`src/rtl/jtopl_timer_ctrl.sv`:
```
// CPU-side register front end for the OPL timer pair, plus status read and write-busy window.
// Latency: register updates and busy rise one clk after an accepted write; dout is combinational.
// Backpressure: writes arriving while busy is high are dropped; busy lasts ADDR_WAIT/DATA_WAIT cen ticks.
// Optional CSM key-on support is built when JTOPL_CSM_EN is defined.
module jtopl_timer_ctrl #(
  parameter int ADDR_WAIT = 4,
  parameter int DATA_WAIT = 24
) (
  input  logic       clk,
  input  logic       rst_n,
  input  logic       cen,
  input  logic       cs_n,
  input  logic       wr_n,
  input  logic       addr,
  input  logic [7:0] din,
  output logic [7:0] dout,
  output logic       busy,
  output logic [7:0] value_A,
  output logic [7:0] value_B,
  output logic       load_A,
  output logic       load_B,
  output logic       flagen_A,
  output logic       flagen_B,
  output logic       clr_flag_A,
  output logic       clr_flag_B,
  input  logic       flag_A,
  input  logic       flag_B,
  input  logic       overflow_A,
  input  logic       irq_n,
  output logic       csm_kon
);

  localparam int MAX_WAIT = (ADDR_WAIT > DATA_WAIT) ? ADDR_WAIT : DATA_WAIT;
  localparam int CW       = $clog2(MAX_WAIT + 1);

  // Register addresses decoded on the data port
  localparam logic [7:0] REG_TA   = 8'h02;
  localparam logic [7:0] REG_TB   = 8'h03;
  localparam logic [7:0] REG_CTRL = 8'h04;
  localparam logic [7:0] REG_CSM  = 8'h08;

  logic [CW-1:0] r_cnt;
  logic [7:0]    r_areg;
  logic [7:0]    r_value_A;
  logic [7:0]    r_value_B;
  logic          r_load_A;
  logic          r_load_B;
  logic          r_flagen_A;
  logic          r_flagen_B;
  logic          r_clr_A;
  logic          r_clr_B;

  logic w_wr;
  logic w_busy;
  logic w_accept;
  logic w_acc_addr;
  logic w_acc_data;

  // A bus write is a single-clk cs_n/wr_n low; it only counts when the busy window is closed
  assign w_wr       = ~cs_n & ~wr_n;
  assign w_busy     = (r_cnt != '0);
  assign w_accept   = w_wr & ~w_busy;
  assign w_acc_addr = w_accept & ~addr;
  assign w_acc_data = w_accept &  addr;

  // Busy counter: loaded on accept, counts down on cen, saturates at zero
  always_ff @(posedge clk or negedge rst_n) begin
    if (!rst_n) begin
      r_cnt <= '0;
    end else if (w_acc_addr) begin
      r_cnt <= CW'(ADDR_WAIT);
    end else if (w_acc_data) begin
      r_cnt <= CW'(DATA_WAIT);
    end else if (cen && w_busy) begin
      r_cnt <= r_cnt - 1'b1;
    end
  end

  // Address latch: selects which register the next data write targets
  always_ff @(posedge clk or negedge rst_n) begin
    if (!rst_n) begin
      r_areg <= 8'h00;
    end else if (w_acc_addr) begin
      r_areg <= din;
    end
  end

  // Timer registers and control bits written through the data port
  always_ff @(posedge clk or negedge rst_n) begin
    if (!rst_n) begin
      r_value_A  <= 8'h00;
      r_value_B  <= 8'h00;
      r_load_A   <= 1'b0;
      r_load_B   <= 1'b0;
      r_flagen_A <= 1'b1;
      r_flagen_B <= 1'b1;
      r_clr_A    <= 1'b0;
      r_clr_B    <= 1'b0;
    end else begin
      // Clear strobes are single-clk pulses
      r_clr_A <= 1'b0;
      r_clr_B <= 1'b0;
      if (w_acc_data) begin
        case (r_areg)
          REG_TA: r_value_A <= din;
          REG_TB: r_value_B <= din;
          REG_CTRL: begin
            if (din[7]) begin
              // IRQ reset: only clears flags, leaves run/mask state alone
              r_clr_A <= 1'b1;
              r_clr_B <= 1'b1;
            end else begin
              // Rewriting a start bit of 1 keeps a running timer running (no reload edge)
              r_load_A   <= din[0];
              r_load_B   <= din[1];
              r_flagen_A <= ~din[6];
              r_flagen_B <= ~din[5];
            end
          end
          default: ;
        endcase
      end
    end
  end

`ifdef JTOPL_CSM_EN
  logic r_csm;
  logic r_ovA_d;
  logic r_kon;

  // CSM mode bit and key-on pulse on each timer A overflow rising edge
  always_ff @(posedge clk or negedge rst_n) begin
    if (!rst_n) begin
      r_csm   <= 1'b0;
      r_ovA_d <= 1'b0;
      r_kon   <= 1'b0;
    end else begin
      r_ovA_d <= overflow_A;
      r_kon   <= r_csm & overflow_A & ~r_ovA_d;
      if (w_acc_data && r_areg == REG_CSM) begin
        r_csm <= din[7];
      end
    end
  end

  assign csm_kon = r_kon;
`else
  // Without CSM the overflow input has no consumer and no state is built
  logic w_unused_csm;
  assign w_unused_csm = overflow_A ^ (REG_CSM == 8'h00);
  assign csm_kon      = 1'b0;
`endif

  assign busy       = w_busy;
  assign value_A    = r_value_A;
  assign value_B    = r_value_B;
  assign load_A     = r_load_A;
  assign load_B     = r_load_B;
  assign flagen_A   = r_flagen_A;
  assign flagen_B   = r_flagen_B;
  assign clr_flag_A = r_clr_A;
  assign clr_flag_B = r_clr_B;

  // Status byte is readable at any time, regardless of chip select
  assign dout = {~irq_n, flag_A, flag_B, 5'b0};

endmodule

```
`config.mk`:
```
export PLATFORM = sky130hd
export DESIGN_NAME = jtopl_timer_ctrl
export DESIGN_NICKNAME = d
export VERILOG_FILES = /design/src/rtl/jtopl_timer_ctrl.sv
export SDC_FILE = /design/constraint.sdc
export NUM_CORES = 1
export LEC_CHECK = 0
export CORE_ASPECT_RATIO = 2
export CORE_MARGIN = 2
export CORE_UTILIZATION = 41
export CTS_CLUSTER_SIZE = 24
export DETAILED_ROUTE_END_ITERATION = 10
export PLACE_DENSITY_LB_ADDON = 0.1
export SETUP_SLACK_MARGIN = 0.4
export SLEW_MARGIN = 25
export SYNTH_ARGS = -nofsm -noshare
export SYNTH_HDL_FRONTEND = slang
export SYNTH_SLANG_ARGS = --single-unit
```
`constraint.sdc`:
```
create_clock -name clk -period 2.1 [get_ports clk]
set_input_delay 0.315 -clock clk [delete_from_list [all_inputs] [get_ports clk]]
set_output_delay 0.315 -clock clk [all_outputs]
set_load 0.01 [all_outputs]
```
* Yosys cells after proc, flatten, opt, wreduce, memory -nomap -nowiden
Index checks and enable logic that the tools add are counted.
** Cells by class
- Equal/unequal tests :: 3
- Divide/modulo/power cells :: 0
- Multiplexer cells :: 6
- Add/subtract/negate cells :: 1
- $lt $le $gt $ge :: 0
- Shift operators :: 0
- Multipliers :: 0
- Reduce and logical (&&, ||, !) cells :: 6
- Bitwise operators :: 12
** Operators by type and width (count)
- equality test 8 x 2 -> 1 bit (second input constant) :: 2
- two-way mux 5 bit :: 3
- equality test 8 x 3 -> 1 bit (second input constant) :: 1
- NOT 1 bit :: 8
- nonzero test 5 bit :: 1
- subtractor 5 x 1 -> 5 bit (second input constant) :: 1
- AND 1 bit :: 4
- AND reduction 2 bit :: 2
- two-way mux 1 bit :: 3
- AND reduction 3 bit :: 1
- nonzero test 3 bit :: 1
- logical AND 1 bit :: 1
** Storage, ports and cells
- Output and inout bits :: 32
- RAM bits :: 0
- Register bits after elaboration :: 34
- Input port bits :: 18
- Memories :: 0
- Bits in latches :: 0
- Memory bits (read-only) :: 0

* Depth between registers and ports, before layout
Gate-level depths: netlist of run 1.
- Depth after elaboration :: 6
- Gate-level depth with buffers :: 7
- Depth with buffers taken out :: 6

* Worst setup path before layout of run 1
No wires, ideal clock.
- Path kind :: reg-to-reg
- From :: register r_cnt[0]
- To :: register r_value_A[0], in the netlist value_A[0]
- Path buffers :: 0
- Required time :: 1975 ps
- Period minus slack after synthesis :: 1978 ps
- Setup time :: 125 ps
- Arrival :: 1854 ps
- Slack :: 122 ps
- Stages on the path, launching flop included :: 7
- Cells stage by stage :: dfrtp_1 > inv_1 > ha_1 > nor3b_4 > nand4_2 > nor4b_4 > mux2_2
** On the way
- Cells in the longest elaborated chain, start to end :: 5
** Ends and longest elaborated chain
- start, declared :: line 42 : logic [CW-1:0] r_cnt;
- start signal, assigned :: line 71 : r_cnt <= CW'(ADDR_WAIT);
- start signal, assigned :: line 73 : r_cnt <= CW'(DATA_WAIT);
- start signal, assigned :: line 75 : r_cnt <= r_cnt - 1'b1;
- nonzero test 5 bit :: line 61 : assign w_busy = (r_cnt != '0);
- NOT 1 bit :: line 62 : assign w_accept = w_wr & ~w_busy;
- AND 1 bit :: line 62
- AND 1 bit :: line 64 : assign w_acc_data = w_accept & addr;
- AND reduction 2 bit (no source line)
- end signal, assigned :: line 105 : REG_TA: r_value_A <= din;
- end, declared :: line 44 : logic [7:0] r_value_A;
No other way between the ends.
A chain may end at the register's enable or synchronous reset.

* Worst setup path in the final report of run 1
- From :: input port addr
- To :: register r_value_B[4], in the netlist value_B[4]
** On the way
- Cells in the longest elaborated chain, start to end :: 2
** Ends and longest elaborated chain
- start, declared :: line 14 : input logic addr,
- AND 1 bit :: line 64
- AND reduction 2 bit (no source line)
- end signal, assigned :: line 106 : REG_TB: r_value_B <= din;
- end, declared :: line 45 : logic [7:0] r_value_B;
No other way between the ends.

==> metrics.log, run 1 <==
INFO  metric post-layout-total-power = roughly 2.2 mW
INFO  metric via_count = roughly 1100
INFO  metric drt_iter0_markers = 2
INFO  metric timing.max_cap.violations = 0
INFO  metric grt_pass1_wl = approximately 5.6 mm
INFO  metric grt_antenna_before_repair = 0
INFO  metric antenna-diode-count = 0
INFO  metric mostFrequentLayoutCells = clkdlybuf4s50_1, dfrtp_1, mux2_4
INFO  metric cts.path.max_buffers = 2
INFO  metric timing.critical_path.buf_inv = 2
INFO  metric area_share_of_the_largest_cell_type_after_synthesis = 0.519
INFO  metric synth_simple_gate_area_share = 0.136
INFO  metric final-instance-count-excl-fill = 223
INFO  metric cp_top_family = buffers and inverters
INFO  metric worst_skew_pair.late_latency = about 280 ps
INFO  metric cts-root-buf = clkbuf_8
INFO  metric cts.clk_slew.worst_paths = approximately 70 ps
INFO  metric share_of_synthesized_cell_area_in_full_adder_half_adder_and_majority_cells = 0.00812
INFO  metric synth_unique_cells = 31
INFO  metric cts_hold_repair.buffers = 0
INFO  metric fmaxAchievable = between 0.5 and 0.6 GHz
INFO  metric crit_required = ~2300 ps
INFO  metric placed_cells_incl_taps = slightly above 200
INFO  metric leakage_power_figure = 1.08 nW
INFO  metric synth.yosys.warnings = 0
INFO  metric post_synthesis_cell_area = 1540 µm²
INFO  metric layout_commonest_cell = clkdlybuf4s50_1
INFO  metric synth.ff_latch_count = 34
INFO  metric post_synth_xor_area_fraction = 0.00568
INFO  metric power_density = about 930 nW/µm²
INFO  metric final_sum_of_negative_setup_slack = 0 ps
INFO  metric hp_class = in -> async
INFO  metric area.growth.synth_to_final = 53.2%
INFO  metric timing.final.crit_share = 0.939
INFO  metric cts_max_level = 2
INFO  metric vias_in_the_first_global_route = roughly 1100
INFO  metric grt_usage = 0.183
INFO  metric place_ws = -195 ps
INFO  metric place_hpwl = ~2.4 mm
INFO  metric path_class = in -> reg
INFO  metric post_dp_cell_area = 2050 µm²
INFO  metric final-setup-viol-count = 0
INFO  metric clkSinkCount = 34
INFO  metric cts_tree = built
INFO  metric grt-ovfl-total = 0
INFO  metric unrepaired_setup_endpoints_after_global_routing = true
INFO  metric drt_pre_antenna_iters = 2
INFO  metric ir_drop = just over 700 µV
INFO  metric crit_chain = clkdlybuf4s50_1 > nor4b_4 > nand4_4 > nor4bb_2 > buf_4 > mux2_4
INFO  metric timing.critical_path.fanout_max = 8
INFO  metric die_width = 47.4 µm
INFO  metric synth_area_leader_cell = dfrtp_1
INFO  metric initial_core_utilization = 0.427
INFO  metric pin_count_of_the_biggest_net_entering_global_routing = 35
INFO  metric cell_rows = 31
INFO  metric cts-buffers-inserted = 5
INFO  metric timing.critical_path.arrival = 2140 ps
INFO  metric detail_route.wl_per_cell = approximately 16 µm
INFO  metric finalNetCount = 192
INFO  metric finalClockSkew = around 4.9 ps
INFO  metric vias_per_cell = ~4.8
INFO  metric ys_dominant_reg_cell = dfrtp_1
INFO  metric synth_compound_area_frac = 0.0235
INFO  metric die_area = ~4300 µm²
INFO  metric outcome = complete, no violations
INFO  metric postSynthCellCount = approximately 110
INFO  metric longest_individual_stage_delay_on_the_worst_path = 500 ps
INFO  metric layout.cell_area.non_filler = about 2400 µm²
INFO  metric ports_placed_on_the_boundary = 50
INFO  metric worst_setup_path_end_kind = register
INFO  metric final-hold-violation-count = 0
INFO  metric synthTopCellsByArea = dfrtp_1, mux2_2, buf_4
INFO  metric slew_violations = 0
INFO  metric totalWireLength = ~3.5 mm
INFO  metric min_period = about 2000 ps
INFO  metric synth.avg_cell_area = about 14 µm²
INFO  metric placeableCoreArea = ~3600 µm²
INFO  metric cp-start-kind = input port
INFO  metric floorplan.die.height = between 90 and 100 µm
INFO  metric post_synth_mux_area_share = 0.203
INFO  metric ys_seq_area_frac = 0.554
INFO  metric port_buffers = 38
INFO  metric synth_enable_flop_cells = 0
INFO  metric fin_ws = 127 ps
INFO  metric detail_route.drc_violations = 0
INFO  metric drive_above_1_share = 0.425
INFO  metric gp_congestion = between 0.6 and 0.7
INFO  metric synth_async_sr_flop_share = 1.00
INFO  metric route.antenna.remaining_nets = 0
INFO  metric slowest_cp_cell = clkdlybuf4s50_1
INFO  metric synth_top_family_by_area = multiplexers
## what timing repair did
item	in CTS	in global routing
pin swaps	4	5
gates resized for setup	38	10
setup buffers	4	4
gates cloned	1	0
endpoints found under the setup margin	33	35
## worst paths after layout
path                           from         end  slack [ps]  depth (start not counted)
hold / removal                rst_n  value_A[1]         440                          2
min in group clk           flagen_B    flagen_B         470                          2
max in group asynchronous     rst_n    flagen_B        1310                          2
hold reg to reg            flagen_B    flagen_B         470                          2
setup / recovery               addr  value_B[4]         130                          6
setup reg to reg           r_cnt[1]  value_B[4]         150                          7
## logic make-up after synthesis
group,Yosys count
multiplexers,28
XOR/XNOR,1
AO/OA/AOI/OAI,6
buffers and inverters,18
adder cells (fa/ha/maj),1
other,1
AND/OR/NAND/NOR,23
flip-flops,34
## registers in the layout, summed over array words and instances (netlist names)
| signal | count |
|---|---|
| r_areg | 8 |
| value_A | 8 |
| value_B | 8 |
| r_cnt | 5 |
| clr_flag_B | 1 |
| flagen_A | 1 |
| flagen_B | 1 |
| load_A | 1 |
| load_B | 1 |
## metrics by stage
stage / util / hold WS, ps
2_1_floorplan: - / 19.4
3_3_place_gp: 0.569 / 454
3_5_place_dp: 0.569 / 461
4_1_cts: 0.637 / 459
5_1_grt: 0.655 / 490
6_report: 0.655 / 445
## cell usage after synthesis, drive strengths merged (2+ instances only)
cell type and instances:
nand3 2, o21ai 3, nor3b 2, buf 11, mux2 26, nand2 4
nor3 3, dfrtp 32, nor4b 2, nor2 2, mux2i 2, dfstp 2
inv 7
## layer usage
layer | share of wire | up-vias | GRT usage
met2 | 0.57 | 23 | 0.307
met5 | 0 | - | 0
met1 | 0.38 | 535 | 0.207
met4 | 0.022 | 0 | 0.0833
li1 | - | 497 | -
met3 | 0.028 | 7 | 0.0380
## report_power, final
group / internal [mW] / switching [mW]
Combinational: 0.472 / 0.268
Sequential: 0.803 / 0.163
Clock: 0.264 / 0.224
Total: 1.54 / 0.655
## worst register-to-register path, stage by stage (launching register included)
cell	delay (ps)
dfrtp_1	390
inv_2	70
ha_4	140
nor3b_4	240
nand4_4	150
nor4bb_2	280
buf_4	250
mux2_4	320
## layout make-up
class	count	area, µm²
fill	291	1240
inverter	7	26.3
multi-input combinational	65	747
clock inverter	1	5.00
timing repair buffer	60	583
clock buffer	7	86.3
tap	49	61.3
sequential	34	853
No activity file was read; power rests on OpenSTA's default activity.
==> inputs of run 2 (changes only) <==
--- a/config.mk
+++ b/config.mk
@@ -5,11 +5,13 @@
 export SDC_FILE = /design/constraint.sdc
 export NUM_CORES = 1
 export LEC_CHECK = 0
+export CAP_MARGIN = 20
 export CORE_ASPECT_RATIO = 2
 export CORE_MARGIN = 2
 export CORE_UTILIZATION = 41
 export CTS_CLUSTER_SIZE = 24
 export DETAILED_ROUTE_END_ITERATION = 10
+export GPL_ROUTABILITY_DRIVEN = 0
 export PLACE_DENSITY_LB_ADDON = 0.1
 export SETUP_SLACK_MARGIN = 0.4
 export SLEW_MARGIN = 25
==> results of run 2 <==
No change in the layout: final DEF, timing and power equal those of run 1.
==> inputs of run 3 (changes only) <==
--- a/config.mk
+++ b/config.mk
@@ -7,7 +7,6 @@
 export LEC_CHECK = 0
 export CAP_MARGIN = 20
 export CORE_ASPECT_RATIO = 2
-export CORE_MARGIN = 2
 export CORE_UTILIZATION = 41
 export CTS_CLUSTER_SIZE = 24
 export DETAILED_ROUTE_END_ITERATION = 10
==> metrics.log, run 3 (synthesis gave the netlist of run 1 again) <==
INFO  metric antenna-diode-count = 0 (unchanged)
INFO  metric area.growth.synth_to_final = 54.6% (was 53.2%)
INFO  metric drive_above_1_share = 0.436 (was 0.425)
INFO  metric cp-start-kind = register (was input port)
INFO  metric cts_tree = built (unchanged)
INFO  metric pin_count_of_the_biggest_net_entering_global_routing = 35 (unchanged)
INFO  metric cell_rows = 31 (unchanged)
INFO  metric hp_class = in -> reg (was in -> async)
INFO  metric place_hpwl = 2.39 mm (was 2.41 mm)
INFO  metric grt_usage = 0.202 (was 0.183)
INFO  metric floorplan.die.height = 88.7 µm (was 90.7 µm)
INFO  metric unrepaired_setup_endpoints_after_global_routing = true (unchanged)
INFO  metric die_width = 45.4 µm (was 47.4 µm)
INFO  metric mostFrequentLayoutCells = clkdlybuf4s50_1, dfrtp_1, mux2_4 (unchanged)
INFO  metric r2r.worst_path.cells = 7 (unchanged)
INFO  metric final_sum_of_negative_setup_slack = 0 ps (unchanged)
INFO  metric min_from = addr
INFO  metric post_dp_cell_area = 2050 µm² (unchanged)
INFO  metric leakage_power_figure = 1.11 nW (was 1.08 nW)
INFO  metric detail_route.drc_violations = 0 (unchanged)
INFO  metric route.antenna.remaining_nets = 0 (unchanged)
INFO  metric r2r_end = value_B[4] (unchanged)
INFO  metric cts-root-buf = clkbuf_8 (unchanged)
INFO  metric crit_required = 1780 ps (was 2270 ps)
INFO  metric worst-r2r-setup-slack = 130 ps (was 150 ps)
INFO  metric final-hold-violation-count = 0 (unchanged)
INFO  metric cts_max_level = 2 (unchanged)
INFO  metric final-instance-count-excl-fill = 228 (was 223)
INFO  metric path_class = reg -> out (was in -> reg)
INFO  metric min_period = 1980 ps (was 1970 ps)
INFO  metric die_area = 4020 µm² (was 4300 µm²)
INFO  metric cts_hold_repair.buffers = 0 (unchanged)
INFO  metric met1_length = 1.35 mm (was 1.31 mm)
INFO  metric timing.max_cap.violations = 0 (unchanged)
INFO  metric grt_pass1_wl = 5.62 mm (was 5.58 mm)
INFO  metric met2_length = 2.15 mm (was 1.98 mm)
INFO  metric fmaxAchievable = 0.506 GHz (was 0.507 GHz)
INFO  metric vias_in_the_first_global_route = 1153 (was 1120)
INFO  metric timing.critical_path.arrival = 1660 ps (was 2140 ps)
INFO  metric cts-buffers-inserted = 5 (unchanged)
INFO  metric timing.critical_path.fanout_max = 3 (was 8)
INFO  metric final-setup-viol-count = 0 (unchanged)
INFO  metric drt_pre_antenna_iters = 4 (was 2)
INFO  metric outcome = complete, no violations (unchanged)
INFO  metric layout.cell_area.non_filler = 2380 µm² (was 2360 µm²)
INFO  metric vias_per_cell = 4.73 (was 4.76)
INFO  metric totalWireLength = 3.67 mm (was 3.47 mm)
INFO  metric place_ws = -213 ps (was -195 ps)
INFO  metric cts.clk_slew.worst_paths = 70 ps (about the same)
INFO  metric slew_violations = 0 (unchanged)
INFO  metric finalClockSkew = 6.64 ps (was 4.86 ps)
INFO  metric worst_setup_path_end_kind = output pin (was register)
INFO  metric via_count = 1079 (was 1062)
INFO  metric ports_placed_on_the_boundary = 50 (unchanged)
INFO  metric placeableCoreArea = 3610 µm² (unchanged)
INFO  metric placed_cells_incl_taps = 206 (unchanged)
INFO  metric clkSinkCount = 34 (unchanged)
INFO  metric wl_met3 = 103 µm (was 97 µm)
INFO  metric grt_antenna_before_repair = 0 (unchanged)
INFO  metric fillCellCount = 297 (was 291)
INFO  metric port_buffers = 38 (unchanged)
INFO  metric worst_setup_path_startpoint = r_cnt[0] (was addr)
INFO  metric cts.path.max_buffers = 2 (unchanged)
INFO  metric ir_drop = 572 µV (was 718 µV)
INFO  metric worst_skew_pair.late_latency = 280 ps (about the same)
INFO  metric layout_commonest_cell = clkdlybuf4s50_1 (unchanged)
INFO  metric fin_ws = 122 ps (was 127 ps)
INFO  metric top_layer_used = met4 (unchanged)
INFO  metric whs_path_depth = 3
INFO  metric grt-ovfl-total = 0 (unchanged)
INFO  metric initial_core_utilization = 0.427 (unchanged)
INFO  metric power_density = 937 nW/µm² (was 929 nW/µm²)
INFO  metric finalNetCount = 197 (was 192)
INFO  metric timing.final.crit_share = 0.942 (was 0.939)
INFO  metric drt_iter0_markers = 17 (was 2)
INFO  metric whs_endpoint = r_cnt[4]
INFO  metric launching_point_of_the_worst_reg2reg_path = r_cnt[0] (was r_cnt[1])
INFO  metric detail_route.wl_per_cell = 16.1 µm (was 15.5 µm)
run 3: cell count changes in the layout (fill, tap and decap cells not counted):
cell / delta
buf_2: +1
buf_4: +5
buf_6: -1
clkdlybuf4s50_1: -1
dlymetal6s2s_1: +1
mux2_2: +1
mux2_4: -1
nor3b_1: +1
nor3b_2: -1
o21ai_0: +1
o21ai_1: -1
or4b_2: +1
or4b_4: -1
run 3: critical path, stage by stage, from the launching register on:
cell and delay, ps:
dfrtp_1 390, inv_2 70, ha_4 140, or4b_2 610, buf_2 170
run 3: what timing repair did:
| item | 4_1_cts | 5_1_grt |
|---|---|---|
| setup endpoints to repair | 33 | 35 |
| gates cloned | 1 | 0 |
| pin swaps | 4 | 3 |
| gates resized for setup | 35 | 9 |
| buffers inserted | 7 | 6 |
run 3: through the flow:
step                      power [mW]  hold slack, ps   util
after floorplan                 1.28            19.4      -
after global placement          1.48             454  0.569
after detailed placement        1.51             455  0.569
after CTS                       2.15             458  0.640
after global routing            2.36             415  0.661
final                           2.23             412  0.661
run 3: how the worst max path moves through the flow:
stage	end	slack [ps]	cells past startpoint
4_1_cts	value_B[4]	90	7
6_report	busy	120	4
3_5_place_dp	value_B[4]	-210	6
5_1_grt	value_B[4]	40	7
2_1_floorplan	value_A[0]	140	6
3_3_place_gp	value_B[2]	-140	6
run 3: per-layer routing:
| layer | vias to the layer above | track usage |
|---|---|---|
| met5 | - | 0 |
| met4 | 0 | 0.0937 |
| met3 | 7 | 0.0490 |
| met2 | 22 | 0.361 |
| met1 | 544 | 0.212 |
| li1 | 506 | - |
run 3: area by class of cell:
type                    instances  area (µm²)  area share
flip-flops and latches         34         853       0.358
multi-input cells              65         734       0.308
inverters                       7        26.3      0.0110
well taps                      49        61.3      0.0257
repair buffers                 65         617       0.259
clock buffers                   7        86.3      0.0362
clock inverters                 1        5.00     0.00210
run 3: report_power, final:
part,internal [mW],leakage (nW),switching (mW)
sequential,0.803,0.450,0.159
clock,0.264,0.0482,0.229
combinational,0.493,0.610,0.286
